### src/rtl/iob_regfile_2p_loader_pkg.sv
// Shared definitions for the register-file burst loader: FSM encoding and
// byte-lane placement helpers used by the index encoder.
package iob_regfile_2p_loader_pkg;

  typedef enum logic [1:0] {
    ST_IDLE  = 2'd0,
    ST_LOAD  = 2'd1,
    ST_FLUSH = 2'd2
  } state_t;

  localparam int DEF_WSTRB_W = 4;
  localparam int LANE_W      = $clog2(DEF_WSTRB_W);

  // Places a byte on its lane only when that lane is selected by the index.
  function automatic logic [7:0] lane_byte(input logic [7:0] data, input logic hit);
    return hit ? data : 8'h00;
  endfunction

endpackage

### src/rtl/iob_regfile_2p_lane_enc.sv
// Combinational register index -> {word address, one-hot strobe, lane-placed data}
// encoder; each register owns exactly one byte lane of a file word.
module iob_regfile_2p_lane_enc
  import iob_regfile_2p_loader_pkg::*;
#(
  parameter int W       = 8,
  parameter int WDATA_W = 32,
  parameter int WADDR_W = 4,
  parameter int WSTRB_W = WDATA_W / 8
) (
  input  logic [WADDR_W-1:0] idx,
  input  logic [W-1:0]       data,
  output logic [WADDR_W-1:0] waddr,
  output logic [WSTRB_W-1:0] wstrb,
  output logic [WDATA_W-1:0] wdata
);

  localparam int LW = $clog2(WSTRB_W);

  logic [LW-1:0] lane;
  logic [7:0]    data_byte;

  assign lane      = idx[LW-1:0];
  assign data_byte = 8'(data);
  assign waddr     = {idx[WADDR_W-1:LW], {LW{1'b0}}};

  generate
    for (genvar gi = 0; gi < WSTRB_W; gi++) begin : g_lane
      logic hit;
      assign hit                = (lane == LW'(gi));
      assign wstrb[gi]          = hit;
      assign wdata[gi*8 +: 8]   = lane_byte(data_byte, hit);
    end
  endgenerate

endmodule

### src/rtl/iob_regfile_2p_loader.sv
// Burst write initiator: turns a start command plus a valid/ready value stream
// into single-register write requests on the register file's write port.
module iob_regfile_2p_loader
  import iob_regfile_2p_loader_pkg::*;
#(
  parameter int N       = 16,
  parameter int W       = 8,
  parameter int WDATA_W = 32,
  parameter int WADDR_W = 4,
  parameter int WSTRB_W = WDATA_W / 8,
  parameter int CNT_W   = $clog2(N) + 1
) (
  input  logic                               clk_i,
  input  logic                               rst_n_i,
  input  logic                               cke_i,
  input  logic                               start_i,
  input  logic [WADDR_W-1:0]                 base_i,
  input  logic [CNT_W-1:0]                   len_i,
  input  logic                               s_valid_i,
  input  logic [W-1:0]                       s_data_i,
  output logic                               s_ready_o,
  output logic                               wen_o,
  output logic [WADDR_W+WSTRB_W+WDATA_W-1:0] req_o,
  output logic                               busy_o,
  output logic                               done_o,
  output logic                               err_o
);

  // Range sum is wide enough that base+len never wraps before the compare.
  localparam int SUM_W = ((WADDR_W > CNT_W) ? WADDR_W : CNT_W) + 1;

  state_t                             state_reg;
  logic [WADDR_W-1:0]                 idx_reg;
  logic [CNT_W-1:0]                   rem_reg;
  logic                               wen_reg;
  logic [WADDR_W+WSTRB_W+WDATA_W-1:0] req_reg;
  logic                               busy_reg;
  logic                               done_reg;
  logic                               err_reg;

  logic [SUM_W-1:0]   range_sum;
  logic               beat;
  logic [WADDR_W-1:0] enc_waddr;
  logic [WSTRB_W-1:0] enc_wstrb;
  logic [WDATA_W-1:0] enc_wdata;

  assign range_sum = SUM_W'(base_i) + SUM_W'(len_i);
  assign s_ready_o = (state_reg == ST_LOAD) && cke_i;
  assign beat      = s_valid_i && s_ready_o;

  iob_regfile_2p_lane_enc #(
    .W       (W),
    .WDATA_W (WDATA_W),
    .WADDR_W (WADDR_W),
    .WSTRB_W (WSTRB_W)
  ) u_lane_enc (
    .idx   (idx_reg),
    .data  (s_data_i),
    .waddr (enc_waddr),
    .wstrb (enc_wstrb),
    .wdata (enc_wdata)
  );

  always_ff @(posedge clk_i) begin
    if (!rst_n_i) begin
      state_reg <= ST_IDLE;
      idx_reg   <= '0;
      rem_reg   <= '0;
      wen_reg   <= 1'b0;
      req_reg   <= '0;
      busy_reg  <= 1'b0;
      done_reg  <= 1'b0;
      err_reg   <= 1'b0;
    end else if (cke_i) begin
      wen_reg  <= 1'b0;
      done_reg <= 1'b0;
      case (state_reg)
        ST_IDLE: begin
          if (start_i) begin
            idx_reg <= base_i;
            rem_reg <= len_i;
            if (len_i == '0) begin
              done_reg <= 1'b1;
              err_reg  <= 1'b0;
            end else if (range_sum > SUM_W'(N)) begin
              done_reg <= 1'b1;
              err_reg  <= 1'b1;
            end else begin
              state_reg <= ST_LOAD;
              busy_reg  <= 1'b1;
              err_reg   <= 1'b0;
            end
          end
        end
        ST_LOAD: begin
          if (beat) begin
            wen_reg <= 1'b1;
            req_reg <= {enc_waddr, enc_wstrb, enc_wdata};
            idx_reg <= idx_reg + 1'b1;
            rem_reg <= rem_reg - 1'b1;
            if (rem_reg == CNT_W'(1)) state_reg <= ST_FLUSH;
          end
        end
        ST_FLUSH: begin
          done_reg  <= 1'b1;
          busy_reg  <= 1'b0;
          state_reg <= ST_IDLE;
        end
        default: state_reg <= ST_IDLE;
      endcase
    end
  end

  assign wen_o  = wen_reg;
  assign req_o  = req_reg;
  assign busy_o = busy_reg;
  assign done_o = done_reg;
  assign err_o  = err_reg;

endmodule

### config.mk
export PLATFORM = sky130hd
export DESIGN_NAME = iob_regfile_2p_loader
export DESIGN_NICKNAME = d
export VERILOG_FILES = /design/src/rtl/iob_regfile_2p_loader_pkg.sv /design/src/rtl/iob_regfile_2p_lane_enc.sv /design/src/rtl/iob_regfile_2p_loader.sv
export SDC_FILE = /design/constraint.sdc
export NUM_CORES = 1
export LEC_CHECK = 0
export ABC_AREA = 1
export BUFFER_PORTS_ARGS = -buffer_cell sky130_fd_sc_hd__buf_2
export CAP_MARGIN = 15
export CORE_UTILIZATION = 45
export CTS_BUF_LIST = sky130_fd_sc_hd__clkbuf_8
export CTS_CLUSTER_SIZE = 30
export DETAILED_ROUTE_END_ITERATION = 16
export HOLD_SLACK_MARGIN = 0.15
export PLACE_DENSITY = 0.69
export SLEW_MARGIN = 20
export SYNTH_ARGS = -nofsm -noshare
export SYNTH_HDL_FRONTEND = slang
export SYNTH_HIERARCHICAL = 1
export SYNTH_SLANG_ARGS = --single-unit
### constraint.sdc
create_clock -name clk_i -period 2.15 [get_ports clk_i]
set_clock_uncertainty 0.1 [all_clocks]
set_input_delay 0.215 -clock clk_i [delete_from_list [all_inputs] [get_ports clk_i]]
set_output_delay 0.215 -clock clk_i [all_outputs]
set_load 0.02 [all_outputs]
==> results of run 1 <==
final timing paths:
| check | startpoint | to | slack [ns] | cells past startpoint |
|---|---|---|---|---|
| setup / recovery | cke_i | s_ready_o | 0.15 | 6 |
| hold / removal | len_i[4] | rem_reg[4] | 0.17 | 3 |
| setup reg to reg | state_reg[1] | idx_reg[3] | 0.48 | 8 |
| hold reg to reg | busy_o | busy_o | 0.35 | 2 |
power groups by stage:
stage                     clock [uW]  sequential, uW  combinational, uW
after floorplan                    0            1130                326
after global placement             0            1120                426
final                            558            1100                439
after detailed placement           0            1120                432
after CTS                        573            1100                439
after global routing             625            1110                497
per-layer routing:
layer,part of all wire,up-vias,GRT usage
met2,0.44,77,0.3188
met1,0.50,1188,0.3093
met4,0.012,0,0.07321
met3,0.049,5,0.04343
li1,-,1386,-
met5,0,-,0
cell usage after synthesis:
master	number
buf_4	9
clkbuf_1	10
buf_2	8
nand2_1	68
o21ai_0	18
nand2_2	3
inv_2	4
nor2_4	1
nand4_1	2
o211a_1	1
a21oi_2	2
dfxtp_1	55
inv_1	34
a31oi_1	1
a21oi_1	59
clkinv_1	1
ha_1	7
nor2_1	45
o21ai_2	1
conb_1	1
or2_2	1
nand3_1	55
nor2_2	1
xor2_1	1
fa_1	1
nand2_4	1
nor3_1	3
area by class of cell:
cell class | count | area, sq um
well taps | 72 | 90.09
clock buffers | 5 | 68.82
repair buffers | 76 | 415.4
flip-flops and latches | 55 | 1101
clock inverters | 3 | 16.27
inverters | 39 | 146.4
fillers | 571 | 2505
multi-input cells | 273 | 1333
kinds of logic after synthesis:
kind of cell / after synthesis / synth area share
AO/OA/AOI/OAI: 82 / 0.1572
XOR/XNOR: 1 / 0.003219
flip-flops: 55 / 0.4046
adder cells (fa/ha/maj): 8 / 0.03954
buffers and inverters: 66 / 0.1071
other: 1 / 0.001378
AND/OR/NAND/NOR: 180 / 0.2869
worst max-delay path: stages:
cell and delay, ns:
dlygate4sd3_1 0.52, buf_2 0.11, inv_1 0.09, nor2_2 0.14, buf_4 0.36, buf_2 0.24
through the flow:
step / setup WS, ns / util / hold slack [ns]
floorplan: 0.3632 / - / 0.2534
detailed placement: 0.1667 / 0.5366 / 0.3379
global route: 0.06443 / 0.5586 / 0.1641
CTS: 0.1548 / 0.5586 / 0.1561
global placement: 0.1726 / 0.5366 / 0.3337
finish: 0.1468 / 0.5586 / 0.1674
timing repair:
item / in CTS / in global routing
buffers inserted: 0 / 0
hold buffers: 4 / 0
hold endpoints to repair: 6 / 0
resized for setup: 0 / 0
==> reports/metrics.yaml, run 1 <==
status: "completed"
power_switching_uw: 668.2
ys_types: 27
slew_violations: 0
cts-root-buf: "clkbuf_8"
synth.avg_cell_area_sq_um: 6.925
layout-drive-gt1-share: 0.2062
grt_pass1_vias: 2299
die_x_um: 79.77
finalCritPeriodShare: 0.9317
routedWlPerCell_um: 12.49
die_y_um: 79.77
place_area_sq_mm: 0.003045
swShare: 0.3185
grt_usage: 0.2154
critPathKind: "input pin to primary output"
worstSetupEndpointType: "primary output"
ios: 67
final_hold_viol_count: 0
largest_reg_flops: 40
dpl.hpwl_um: 4541
fin_tns_setup_ns: 0
clock_latency_ns: 0.30
core_sq_mm: 0.005675
cp-start-kind: "input pin"
path_max_fanout: 41
synth_area_leaders: "dfxtp_1 (40%), a21oi_1 (11%), nand3_1 (10%)"
comb_power_share: 0.209
final_area_sq_mm: 0.003171
dp_cells: 511
synth-seq-area-share: 0.4046
antenna_found_initial: 0
via_count: 2656
grt-ovfl-total: 0
drv_cap: 0
syn2layout_area_growth_pct: 16.51
dr.first_iter.drc_count: 156
p_leak_uw: 0.001455
hp-class: "input pin to flip-flop"
cts_tree: "done"
yosys_warnings: 6
grt_pass1_wl_um: 10850
first_pass_iters: 4
diodes: 0
worst_ep_arrival_time_ns: 1.69
fmax_mhz: 499.2
clock_sinks: 55
internal-power_uw: 1430
fin_total_pwr_uw: 2098
final_common_cell: "nand2_1"
routabilityCongestion: 0.8143
yosys_register_bits: 55
post-route-min-period_ns: 2.003
postSynthCellCount: 393
clock_path_buffers: 2
cp.required_ns: 1.84
rsz0062_at_grt: "false"
netlist_area_sq_mm: 0.002721
final_cell_mix: "nand2_1 (68), buf_2 (66), a21oi_1 (59), nand3_1 (55), dfxtp_1 (55)"
drc: 0
yosys.area.top_type: "dfxtp_1"
finalNonFillerCells: 523
path_clk_slew_ns: 0.10
routed_wirelength_um: 6531
dieArea_sq_mm: 0.006362
p_clk_frac: 0.266
grt_max_degree: 42
seqPwrFrac: 0.525
setup_viol: 0
peakVddDrop_mv: 0.3255
layout.nets: 480
rows: 27
synth_top_area_frac: 0.4046
htree_num_levels: 2
via_per_inst: 5.078
ant_nets: 0
cts_buffers: 5
start_util: 0.4795
portBuffers: 66
p_per_area_mw_per_mm2: 661.8
Power figures use the tool's default switching activity.
==> run 2: changes to the inputs <==
PLACE_DENSITY = 0.7   (was 0.69)
SYNTH_HIERARCHICAL = unset   (was 1)
==> reports/metrics.yaml, run 2 <==
via_count: 2326  # -12%
path_max_fanout: 15  # -63%
final_hold_viol_count: 0  # unchanged
fillers: 508  # -11%
finalNonFillerCells: 471  # -9.9%
p_per_area_mw_per_mm2: 674.5  # +1.9%
seq_area_sq_mm: 0.001061  # -3.6%
synth-seq-area-share: 0.4419  # +0.03730
rsz0062_at_grt: "false"
grt_pass1_vias: 1877  # -18%
clock_latency_ns: 0.30  # about the same
syn2layout_area_growth_pct: 23.71
grt_usage: 0.2054  # -0.01003
clock_path_buffers: 2  # unchanged
peakVddDrop_mv: 0.3678  # +13%
place_area_sq_mm: 0.002774  # -8.9%
holdWs_ns: 0.1827  # +0.01528 ns
diodes: 0  # unchanged
postSynthCellCount: 326  # -17%
slew_violations: 0  # unchanged
final_area_sq_mm: 0.002970  # -6.3%
crit_start: "state_reg[0]"
netlist_area_sq_mm: 0.002401  # -12%
routed_wirelength_um: 5711  # -13%
antenna_found_initial: 0  # unchanged
cp.required_ns: 2.29  # +0.45 ns
clock_sinks: 53  # -3.6%
cp-start-kind: "flip-flop"
drv_cap: 0  # unchanged
dp_cells: 452  # -12%
synth-main-ff-cell: "dfxtp_1"
grt_pass1_wl_um: 8749  # -19%
route.top_layer_used: "met4"
synth_area_leaders: "dfxtp_1 (44%), nand2_1 (17%), a21oi_1 (11%)"
critPathKind: "flip-flop to flip-flop"
routabilityCongestion: 0.7946  # -2.4%
worstSetupEndpointType: "flip-flop"
largest_reg_flops: 38  # -5.0%
ios: 67  # unchanged
final_cell_mix: "nand2_1 (111), buf_2 (64), a21oi_1 (54), dfxtp_1 (53), inv_1 (19)"
worst_ep_arrival_time_ns: 1.95  # +0.26 ns
path_clk_slew_ns: 0.09  # about the same
p_leak_uw: 0.001356  # -6.8%
rows: 26  # -3.7%
multiInputGateArea_sq_mm: 0.001170  # -12%
first_pass_iters: 4  # unchanged
ys_types: 31  # +15%
start_util: 0.4701  # -0.009385
yosysMostFrequentCell: "nand2_1"
fmax_mhz: 552.0  # +11%
htree_num_levels: 2  # unchanged
post-route-min-period_ns: 1.812  # -0.1915 ns
via_per_inst: 4.938  # -2.8%
grt-ovfl-total: 0  # unchanged
ctsResizeCount: 0  # unchanged
r2r-start: "state_reg[0]"
cts_buffers: 5  # unchanged
setup_viol: 0  # unchanged
synth_top_area_frac: 0.4419  # +0.03730
dieArea_sq_mm: 0.005632  # -11%
finalCritPeriodShare: 0.8426  # -0.08907
hp-class: "input pin to flip-flop"
layout-drive-gt1-share: 0.2294  # +0.02322
yosys_register_bits: 53  # -3.6%
status: "completed"
synthArstFlopShare: 0  # unchanged
wl_met2_um: 2593  # -9.6%
cts-root-buf: "clkbuf_8"
synthTopCellsByCount: "nand2_1 (111), a21oi_1 (54), dfxtp_1 (53)"
ant_nets: 0  # unchanged
core_sq_mm: 0.005107  # -10%
die_y_um: 75.05  # -5.9%
wl_met1_um: 2719  # -17%
holdCritStartpoint: "base_i[3]"
drc: 0  # unchanged
layout.nets: 433  # -9.8%
synth.avg_cell_area_sq_um: 7.365  # +6.4%
dpl.hpwl_um: 4158  # -8.4%
final_common_cell: "nand2_1"
routedWlPerCell_um: 12.13  # -2.9%
grt_max_degree: 21  # -50%
yosys.area.top_type: "dfxtp_1"
yosys_warnings: 0  # -6
wl_met3_um: 332  # +4.4%
portBuffers: 64  # -3.0%
cts_tree: "done"
dr.first_iter.drc_count: 187  # +20%
die_x_um: 75.05  # -5.9%
synth_edf_count: 0  # unchanged
fin_tns_setup_ns: 0  # unchanged
-- run 2: path summary, 6_finish.rpt --
path,to,slack [ns],cells after the start
worst min-delay path,idx_reg[3],0.18,5
worst min register to register,busy_o,0.36,2
worst max register to register,idx_reg[2],0.34,10
worst max-delay path,idx_reg[2],0.34,10
-- run 2: cell families (layout without fill, tap and decap cells) --
logic type,count (synthesis),count (layout),share of synthesized area
other,1,2,0.001562
AND/OR/NAND/NOR,144,144,0.2517
buffers and inverters,40,114,0.07243
XOR/XNOR,1,1,0.003648
adder cells (fa/ha/maj),11,11,0.06045
flip-flops,53,53,0.4419
AO/OA/AOI/OAI,76,76,0.1683
-- run 2: report_power, final --
part	switching (uW)	internal [uW]	total, uW
clock	331	228	559
combinational	240	144	385
sequential	36.1	1020	1060
-- run 2: per-stage QoR --
step | setup slack (ns) | power (uW) | util
4_1_cts | 0.3447 | 2014 | 0.5816
5_1_grt | 0.1844 | 2120 | 0.5816
3_5_place_dp | 0.06077 | 1449 | 0.5431
6_report | 0.3383 | 2004 | 0.5816
3_3_place_gp | 0.1269 | 1443 | 0.5431
2_1_floorplan | 0.3388 | 1345 | -
-- run 2: layout make-up --
class | instances | share of cell area
Multi-Input combinational cell | 234 | 0.3938
Sequential cell | 53 | 0.3572
Timing Repair Buffer | 80 | 0.1575
Inverter | 26 | 0.03286
Tap cell | 70 | 0.02949
Clock buffer | 5 | 0.02317
Clock inverter | 3 | 0.005897
-- run 2: what timing repair did --
action | 4_1_cts | 5_1_grt
setup buffers | 0 | 0
hold buffers | 11 | 0
endpoints found under the hold margin | 36 | 0
-- run 2: critical path: stages (launching register included) --
cell      delay (ns)
dfxtp_1         0.39
inv_2           0.09
nor2_2          0.12
inv_2           0.12
nor2_4          0.11
nand2_1         0.13
nand2_2         0.10
nand3b_4        0.18
inv_1           0.18
o21ai_0         0.10
a21oi_1         0.13
-- run 2: routing by layer --
layer / global-route usage / vias to the layer above
li1: - / 1206
met1: 0.2885 / 1047
met2: 0.3183 / 64
met3: 0.04819 / 9
met4: 0.05031 / 0
met5: 0 / -
==> run 3: changes to the inputs <==
ABC_AREA = 0   (was 1)
clock period = 1.9 ns   (was 2.15 ns; I/O delays follow)
==> reports/metrics.yaml, run 3 <==
utilization: 0.5608  # -0.02076
diodes: 0  # unchanged
fillers: 536  # +5.5%
synth_top_area_frac: 0.4155  # -0.02641
grt_usage: 0.2167  # +0.01131
postSynthCellCount: 304  # -6.7%
grt_max_degree: 44  # +110%
synth-seq-area-share: 0.4155  # -0.02641
fin_total_pwr_uw: 2144  # +7.0%
via_count: 2350  # +1.0%
yosys_warnings: 0  # unchanged
ios: 67  # unchanged
yosysMostFrequentCell: "nand2_1"
final_hold_viol_count: 0  # unchanged
worst_ep_arrival_time_ns: 1.94  # about the same
fmax_mhz: 545.1
clock_sinks: 53  # unchanged
clock_path_buffers: 2  # unchanged
die_x_um: 77.33  # +3.0%
routedWlPerCell_um: 13.95  # +15%
drv_cap: 0  # unchanged
place_area_sq_mm: 0.002883  # +3.9%
rrSetupSlack_ns: 0.27  # -0.07 ns
peakVddDrop_mv: 0.3724  # +1.3%
post-route-min-period_ns: 1.834
setup_viol: 0  # unchanged
cts-root-buf: "clkbuf_8"
synth-main-ff-cell: "dfxtp_1"
via_per_inst: 5.341  # +8.1%
synth.avg_cell_area_sq_um: 8.400  # +14%
dpl.hpwl_um: 4252  # +2.3%
antenna_found_initial: 0  # unchanged
layout-drive-gt1-share: 0.2283  # -0.001166
largest_reg_flops: 38  # unchanged
finalCritPeriodShare: 0.9655
ant_nets: 0  # unchanged
path_clk_slew_ns: 0.09  # about the same
synth_edf_count: 0  # unchanged
yosys.area.top_type: "dfxtp_1"
status: "completed"
grt-ovfl-total: 0  # unchanged
die_y_um: 77.33  # +3.0%
synthTopCellsByCount: "nand2_1 (55), dfxtp_1 (53), nand3_1 (36)"
worstSetupEndpointType: "flip-flop"
grt_pass1_vias: 2159  # +15%
synth_area_leaders: "dfxtp_1 (42%), nand2_1 (8.1%), nand3_1 (7.1%)"
cts_buffers: 5  # unchanged
core_sq_mm: 0.005473  # +7.2%
yosys_register_bits: 53  # unchanged
final_common_cell: "buf_2"
start_util: 0.4666  # -0.003492
cp.required_ns: 2.01  # -0.28 ns
hp-class: "input pin to flip-flop"
dieArea_sq_mm: 0.005980  # +6.2%
ys_types: 46  # +48%
layout.nets: 400  # -7.6%
ctsResizeCount: 0  # unchanged
netlist_area_sq_mm: 0.002554  # +6.4%
p_per_area_mw_per_mm2: 698.6  # +3.6%
routed_wirelength_um: 6136  # +7.4%
routabilityCongestion: 0.8137  # +2.4%
syn2layout_area_growth_pct: 20.19
first_pass_iters: 4  # unchanged
cp-start-kind: "input pin"
final_cell_mix: "buf_2 (64), nand2_1 (55), dfxtp_1 (53), nand3_1 (36), a21boi_1 (22)"
drc: 0  # unchanged
rows: 27  # +3.8%
grt_pass1_wl_um: 10220  # +17%
path_max_fanout: 4  # -11
slew_violations: 0  # unchanged
cts_tree: "done"
portBuffers: 64  # unchanged
dr.first_iter.drc_count: 165  # -12%
rsz0062_at_grt: "false"
clock_latency_ns: 0.30  # about the same
fin_tns_setup_ns: 0  # unchanged
critPathKind: "input pin to flip-flop"
htree_num_levels: 2  # unchanged
synthArstFlopShare: 0  # unchanged
final_area_sq_mm: 0.003069  # +3.3%
p_leak_uw: 0.001282  # -5.4%
## run 3: cell count changes after synthesis, sizes merged, moves of 5 or more
cell,change
nand2,-57
a21oi,-44
a21boi,+40
nand3,+24
inv,-14
buf,+8
o21ai,-6
and2,+5
## run 3: worst paths after layout
kind                start          to  depth (start not counted)
max             base_i[0]      done_o                          8
max reg2reg  state_reg[0]   req_o[22]                          4
min             base_i[1]  idx_reg[1]                          4
min reg2reg      req_o[5]    req_o[5]                          2
## run 3: final cells by class
| type | instances | area [sq um] | area share |
|---|---|---|---|
| inverter | 11 | 41.29 | 0.01345 |
| sequential | 53 | 1061 | 0.3457 |
| multi-input combinational | 217 | 1313 | 0.4276 |
| clock buffer | 6 | 82.58 | 0.02691 |
| timing repair buffer | 79 | 467.9 | 0.1525 |
| tap | 72 | 90.09 | 0.02935 |
| clock inverter | 2 | 13.76 | 0.004484 |
## run 3: logic make-up (layout without fill, tap and decap cells)
group	Yosys count	in the layout	share of synthesized area
buffers and inverters	35	98	0.07447
flip-flops	53	53	0.4155
XOR/XNOR	1	1	0.003430
AND/OR/NAND/NOR	123	123	0.2298
other	1	2	0.001468
adder cells (fa/ha/maj)	11	11	0.05684
AO/OA/AOI/OAI	80	80	0.2185
## run 3: routing by layer
metal / global-route usage / vias up / share of wire
met1: 0.2717 / 1090 / 0.45
li1: - / 1174 / -
met4: 0.07736 / 0 / 0.018
met3: 0.04706 / 10 / 0.046
met2: 0.3646 / 76 / 0.48
met5: 0 / - / 0
## run 3: where the power goes
part	internal, uW	switching, uW	leakage (uW)
logic	130	187	0.000802
registers	1130	21.6	0.000429
clock network	296	374	0.0000512
total	1560	583	0.00128
## run 3: repair_timing
action | in CTS | in global routing
setup buffers | 0 | 0
endpoints found under the hold margin | 40 | 0
hold buffers | 9 | 0
## run 3: per-stage QoR
step | hold slack, ns | setup WS (ns) | std cells
after floorplan | 0.2536 | 0.06348 | 305
after global routing | 0.2066 | 0.02166 | 440
after CTS | 0.1944 | 0.09051 | 440
final | 0.1964 | 0.06556 | 440
after detailed placement | 0.3382 | -0.2457 | 423
after global placement | 0.3375 | -0.1346 | 423
## run 3: critical path: stages
cell and delay (ns):
buf_2 0.11, ha_1 0.21, fa_1 0.42, xnor2_1 0.25
nand2_1 0.14, nor4b_2 0.27, nor4_2 0.12, o221a_2 0.23
